<file path="config.mk">
export PLATFORM = sky130hd
export DESIGN_NAME = imm_encoder
export DESIGN_NICKNAME = d
export VERILOG_FILES = /design/src/rtl/imm_encoder.sv
export SDC_FILE = /design/constraint.sdc
export NUM_CORES = 1
export LEC_CHECK = 0
export ABC_CLOCK_PERIOD_IN_PS = 4330
export BUFFER_PORTS_ARGS = -buffer_cell sky130_fd_sc_hd__buf_2
export CAP_MARGIN = 10
export CORE_MARGIN = 2
export CORE_UTILIZATION = 54
export DETAILED_ROUTE_END_ITERATION = 8
export PLACE_DENSITY = 0.8
export REMOVE_ABC_BUFFERS = 1
export SLEW_MARGIN = 20
export SYNTH_ARGS = -nofsm -noshare
export SYNTH_HDL_FRONTEND = slang
export SYNTH_SLANG_ARGS = --single-unit
export TNS_END_PERCENT = 30
</file>
<file path="constraint.sdc">
create_clock -name clk -period 4.33 [get_ports clk]
set_clock_uncertainty 0.1 [all_clocks]
set_input_delay 0.6495 -clock clk [delete_from_list [all_inputs] [get_ports clk]]
set_output_delay 0.6495 -clock clk [all_outputs]
set_load 0.02 [all_outputs]
</file>
<file path="src/rtl/imm_encoder.sv">
// Packs a 32-bit immediate into the I/S/B/J/U instruction fields of a template word and flags unencodable values.
// Two-stage valid/ready pipeline (2-cycle latency, 1/cycle throughput) with a saturating error counter.
module imm_encoder #(
    parameter int ERRW = 8
) (
    input  logic            clk,
    input  logic            reset,
    input  logic            in_valid,
    output logic            in_ready,
    input  logic [2:0]      immsrc,
    input  logic [31:0]     imm,
    input  logic [31:0]     tmpl,
    output logic            out_valid,
    input  logic            out_ready,
    output logic [31:0]     out_instr,
    output logic [1:0]      out_err,
    output logic [ERRW-1:0] err_count,
    input  logic            err_clr
);

    localparam logic [2:0] SRC_I = 3'b000;
    localparam logic [2:0] SRC_S = 3'b001;
    localparam logic [2:0] SRC_B = 3'b010;
    localparam logic [2:0] SRC_J = 3'b011;
    localparam logic [2:0] SRC_U = 3'b100;

    localparam logic [1:0] ERR_OK    = 2'b00;
    localparam logic [1:0] ERR_RANGE = 2'b01;
    localparam logic [1:0] ERR_ALIGN = 2'b10;
    localparam logic [1:0] ERR_SRC   = 2'b11;

    logic            s1_vld_q, s1_vld_d;
    logic [2:0]      s1_src_q;
    logic [31:0]     s1_imm_q;
    logic [31:0]     s1_tmpl_q;

    logic            out_vld_q, out_vld_d;
    logic [31:0]     out_instr_q;
    logic [1:0]      out_err_q;
    logic [ERRW-1:0] err_cnt_q, err_cnt_d;

    logic            accept;
    logic            s2_load;
    logic [31:0]     pk_instr;
    logic            range_bad;
    logic            misal;
    logic            bad_src;
    logic [1:0]      pk_err;

    assign s2_load  = s1_vld_q & (~out_vld_q | out_ready);
    assign in_ready = ~s1_vld_q | s2_load;
    assign accept   = in_valid & in_ready;

    always_comb begin
        s1_vld_d = s1_vld_q;
        if (accept) begin
            s1_vld_d = 1'b1;
        end else if (s2_load) begin
            s1_vld_d = 1'b0;
        end
    end

    always_ff @(posedge clk or posedge reset) begin
        if (reset) begin
            s1_vld_q  <= 1'b0;
            s1_src_q  <= 3'b000;
            s1_imm_q  <= 32'h0;
            s1_tmpl_q <= 32'h0;
        end else begin
            s1_vld_q <= s1_vld_d;
            if (accept) begin
                s1_src_q  <= immsrc;
                s1_imm_q  <= imm;
                s1_tmpl_q <= tmpl;
            end
        end
    end

    // Range checks test that the bits above the field's sign bit are all copies of it.
    always_comb begin
        pk_instr  = s1_tmpl_q;
        range_bad = 1'b0;
        misal     = 1'b0;
        bad_src   = 1'b0;
        case (s1_src_q)
            SRC_I: begin
                pk_instr[31:20] = s1_imm_q[11:0];
                range_bad = (s1_imm_q[31:11] != '0) && (s1_imm_q[31:11] != '1);
            end
            SRC_S: begin
                pk_instr[31:25] = s1_imm_q[11:5];
                pk_instr[11:7]  = s1_imm_q[4:0];
                range_bad = (s1_imm_q[31:11] != '0) && (s1_imm_q[31:11] != '1);
            end
            SRC_B: begin
                pk_instr[31]    = s1_imm_q[12];
                pk_instr[30:25] = s1_imm_q[10:5];
                pk_instr[11:8]  = s1_imm_q[4:1];
                pk_instr[7]     = s1_imm_q[11];
                range_bad = (s1_imm_q[31:12] != '0) && (s1_imm_q[31:12] != '1);
                misal     = s1_imm_q[0];
            end
            SRC_J: begin
                pk_instr[31]    = s1_imm_q[20];
                pk_instr[30:21] = s1_imm_q[10:1];
                pk_instr[20]    = s1_imm_q[11];
                pk_instr[19:12] = s1_imm_q[19:12];
                range_bad = (s1_imm_q[31:20] != '0) && (s1_imm_q[31:20] != '1);
                misal     = s1_imm_q[0];
            end
            SRC_U: begin
                pk_instr[31:12] = s1_imm_q[31:12];
                range_bad = (s1_imm_q[11:0] != 12'h000);
            end
            default: begin
                bad_src = 1'b1;
            end
        endcase
    end

    assign pk_err = bad_src   ? ERR_SRC   :
                    misal     ? ERR_ALIGN :
                    range_bad ? ERR_RANGE : ERR_OK;

    always_comb begin
        out_vld_d = out_vld_q;
        if (s2_load) begin
            out_vld_d = 1'b1;
        end else if (out_ready) begin
            out_vld_d = 1'b0;
        end
    end

    // Clear wins over a same-cycle erroring handshake.
    always_comb begin
        err_cnt_d = err_cnt_q;
        if (err_clr) begin
            err_cnt_d = '0;
        end else if (out_vld_q && out_ready && (out_err_q != ERR_OK) && (err_cnt_q != '1)) begin
            err_cnt_d = err_cnt_q + ERRW'(1);
        end
    end

    always_ff @(posedge clk or posedge reset) begin
        if (reset) begin
            out_vld_q   <= 1'b0;
            out_instr_q <= 32'h0;
            out_err_q   <= ERR_OK;
            err_cnt_q   <= '0;
        end else begin
            out_vld_q <= out_vld_d;
            err_cnt_q <= err_cnt_d;
            if (s2_load) begin
                out_instr_q <= pk_instr;
                out_err_q   <= pk_err;
            end
        end
    end

    assign out_valid = out_vld_q;
    assign out_instr = out_instr_q;
    assign out_err   = out_err_q;
    assign err_count = err_cnt_q;

endmodule

</file>
# Word level (Yosys, flattened, before mapping)
# Index checks and enable logic that the tools add are counted.
classes:
  addsub: 1
  multipliers: 0
  div: 0
  n_lt_le_gt_ge: 0
  eq_ne: 8
  shift: 0
  mux: 15
  bitwise: 6
  n_reduce_logical: 19
op_table:
  columns: ["operator", "count"]
  rows:
  - ["$pmux W7 S4", 1]
  - ["$mux W8", 3]
  - ["$reduce_bool A12 Y1", 2]
  - ["$ne A21 B21 Y1 const B", 1]
  - ["$reduce_bool A21 Y1", 1]
  - ["$ne A20 B20 Y1 const B", 1]
  - ["$reduce_bool A20 Y1", 1]
  - ["$pmux W5 S3", 1]
  - ["$ne A12 B12 Y1 const B", 1]
  - ["$pmux W5 S2", 1]
  - ["$add A8 B1 Y8 const B", 1]
  - ["$ne A8 B8 Y1 const B", 1]
  - ["$reduce_bool A2 Y1", 4]
  - ["$eq A3 B2 Y1 const B", 2]
  - ["$logic_and A1 B1 Y1", 6]
  - ["$mux W1", 6]
  - ["$reduce_or A2 Y1", 3]
  - ["$reduce_or A5 Y1", 1]
  - ["$mux W2", 2]
  - ["$pmux W1 S4", 1]
  - ["$eq A3 B1 Y1 const B", 1]
  - ["$eq A3 B3 Y1 const B", 1]
  - ["$logic_not A3 Y1", 1]
  - ["$and A1 B1 Y1", 2]
  - ["other kinds (2)", 4]
totals:
  regBits: 111
  latch_bits: 0
  ram_bits: 0
  rom_bits: 0
  out_inout_bits: 44
  wordCells: 57
  memories: 0

# Longest topological paths before layout
logic_depth:
  depth_word: 6
  depth_mapped: 7

# Worst setup path before layout
# Ideal clock, no wire load.
synth_timing:
  path_kind: "input-to-reg"
  from: "input port out_ready"
  to: "register s1_src_q[0]"
  t_arrival_ns: 1.800
  setup_slack_ns: 2.305
  path_stages: 5
  n_path_buf: 2
  cell_sequence: "nand3b_1 nand2_1 buf_4 buf_4 mux2_2"
synth_between:
  elab_chain_len: 4
synth_lines:
  columns: ["item", "line", "text"]
  rows:
  - ["start: declaration", "14", "input logic out_ready,"]
  - ["$or A1 B1 Y1", "50", "assign s2_load = s1_vld_q & (~out_vld_q | out_ready);"]
  - ["$and A1 B1 Y1", "50", null]
  - ["$or A1 B1 Y1", "51", "assign in_ready = ~s1_vld_q | s2_load;"]
  - ["$and A1 B1 Y1", "52", "assign accept = in_valid & in_ready;"]
  - ["end signal: assignment", "72", "s1_src_q <= immsrc;"]
  - ["end: declaration", "33", "logic [2:0] s1_src_q;"]
# Every way passes these cells.
# A chain may end at the register's enable or synchronous reset.

# Final worst setup path
layout_timing:
  from: "register s1_src_q[0]"
  to: "register out_instr_q[19] (netlist: out_instr[19])"
layout_between:
  elab_chain_len: 3
  elab_cells_between_ends: 4
  classes_between: "2 x eq/ne; 1 x mux; 1 x reduce/logical"
layout_lines:
  columns: ["item", "line", "text"]
  rows:
  - ["$eq A3 B3 Y1 or $eq A3 B2 Y1 (tied branches)", "85", "case (s1_src_q)"]
  - ["$reduce_or A2 Y1 (no source line) (*)", null, null]
  - ["$mux W8 (*)", "85", null]
  - ["end signal: assignment", "154", "out_instr_q <= pk_instr;"]
  - ["end: declaration", "38", "logic [31:0] out_instr_q;"]
# Mark *: on every way between the ends. The rest lies on a longest branch, timed or not.

==> metrics <==
outcome=finished, final reports clean; Final setup viols=0; Peak VDD IR=197 uV; fin cells=653; 1st-iter DRT viols=219; capturing element type of the critical path=register; FFs w/ async S/R, synth=100%; area fraction of the dominant cell type after synthesis=55.1%; CP required=4.45 ns; arrival time at the worst endpoint=2.78 ns; setup total negative slack=0 ns; Die Area=10100 sq um; IO Count=116; Core ar.=9150 sq um; top post-synthesis cells by area=dfrtp_1, mux2_2, nand2_1; clock root buffer=clkbuf_8; LEAKAGE=2.70 nW; post-route minimum period=2.66 ns; setup bufs post-CTS=0; ys flop type=dfrtp_1; post_cts resized=0; RSZ-0062 raised after global routing=no; die width=101 um; die height=101 um; setup ws final=1.67 ns; DRC viols=0; HP Class=in2async; clock sinks=111; clock latency on the worst-skew pair=0.38 ns; final worst path period share=61.3%; # diodes=0; IO buf count=115; iteration count of the initial detailed-routing pass=4; CTS Buf Count=9; grt ovf=0; dpl hpwl=7710 um; Cell Area, Synth=5040 sq um; Power Density=449 nW/um^2; antenna violations before repair=0; Seq/Total Area, Yosys=55.1%; worst slack, placed=1.64 ns; final net count=610; most common cell after layout, fill and taps aside=buf_2; Row Count=35; H-tree depth=3; final-report hold violation count=0; vias in the first global route=3551; GRT Resource Usage Total=22.7%; Setup CP Type=reg2reg; EDFF count, synth=0; Final ANT Viol Nets=0; commonest non-fill, non-tap cells in the layout=buf_2, dfrtp_1, mux2_2, nand2_1, o21ai_0; placed insts=637; Synthesis Warnings=0; Final GP Congestion=0.852; clock transition at the registers of the reported paths=0.11 ns; Worst Path Max Fanout=24; actual slew at the worst max-slew pin=1.02 ns; Max-Slew Margin vs Limit=31.6%; Avg Synthesized Cell Area=11.6 sq um; area delta synth->final=15.4%; total power draw=0.00261 W; Hold-fix buffers, CTS=0; Netlist cell types=49; CTS max path bufs=2; Vias/cell=5.58; Slew Limit Fails=0; crit start category=register; Routed WL per cell=16.8 um; Initial Util=55.0%; TritonCTS clock tree=built; Max Freq=377 MHz; first-pass GRT wire length=17900 um; routed via count=3642; Synth area leader=dfrtp_1; Max-Cap Viols=0; layout cells sized above 1=39.1%; largest net degree at the start of global routing=86; Synth Instances=434; Synth Register Bits=111; Routed WL=11000 um; worst r2r path cells=4
==> stage by stage <==
| stage | utilization (%) | instance area, sq um | hold slack, ns |
|---|---|---|---|
| 6_report | 63.5 | 5810 | 0.298 |
| 5_1_grt | 63.5 | 5810 | 0.358 |
| 4_1_cts | 63.5 | 5810 | 0.356 |
| 3_5_place_dp | 61.5 | 5630 | 0.346 |
| 3_3_place_gp | 61.5 | 5630 | 0.339 |
| 2_1_floorplan | - | 4880 | 0.333 |
==> registers in the layout, summed over array words and instances (netlist names) <==
| name | count |
|---|---|
| s1_tmpl_q | 32 |
| err_count | 8 |
| out_err | 2 |
| s1_vld_q | 1 |
| out_instr | 32 |
| out_valid | 1 |
| s1_imm_q | 32 |
| s1_src_q | 3 |
==> cells by family after synthesis <==
| group | Yosys count | share of synthesized area (%) |
|---|---|---|
| mux | 81 | 17.8 |
| fa+ha+maj | 1 | 0.248 |
| buf+inv | 30 | 3.38 |
| simple gates | 118 | 11.5 |
| flops | 111 | 55.1 |
| compound gates | 86 | 10.8 |
| xor+xnor | 7 | 1.22 |
==> Yosys cell counts (all sizes together), types with 4 or more instances <==
library cell	number
nand4	6
xnor2	5
mux2	67
a21o	5
nand2	63
buf	19
inv	4
o21ai	40
nor4	10
nor2b	5
clkbuf	7
a21oi	18
nor2	15
a211oi	4
nor3	4
dfrtp	111
o31ai	4
mux2i	14
nand2b	5
==> path summary, 6_finish.rpt <==
path / from / end / slack (ns)
worst max-delay path: s1_src_q[0] / out_instr[19] / 1.67
worst min-delay path: reset / out_instr[0] / 0.30
worst max register to register: s1_src_q[0] / out_instr[19] / 1.67
worst min register to register: s1_tmpl_q[3] / out_instr[3] / 0.35
max in group asynchronous: reset / s1_tmpl_q[29] / 3.10
min in group clk: s1_tmpl_q[3] / out_instr[3] / 0.35
==> cell type report <==
class	count	area [sq um]
clock inverters	5	42.5
multi-input cells	293	2090
clock buffers	11	141
repair buffers	118	598
well taps	111	139
inverters	4	20.0
flip-flops and latches	111	2780
fillers	758	3340
==> report_power, final <==
part | total, W | internal [W] | switching [W] | leakage, nW
Sequential | 0.00137 | 0.00122 | 0.000159 | 1.33
Combinational | 0.000653 | 0.000284 | 0.000369 | 1.28
Clock | 0.000584 | 0.000231 | 0.000354 | 0.0901
==> critical path, cell delays in order (launching register included) <==
cell and delay [ns]:
dfrtp_1 0.89, nor2_1 0.44, a22oi_2 0.67, mux2i_1 0.30, o21ai_0 0.10
==> metal layers <==
layer | track usage, % | up-vias | routed length [um]
met2 | 37.4 | 91 | 5450
li1 | - | 1751 | -
met1 | 30.4 | 1782 | 4880
met4 | 9.69 | 0 | 238
met3 | 3.05 | 18 | 387
met5 | 0 | - | 0
No activity file was read; power rests on OpenSTA's default activity.
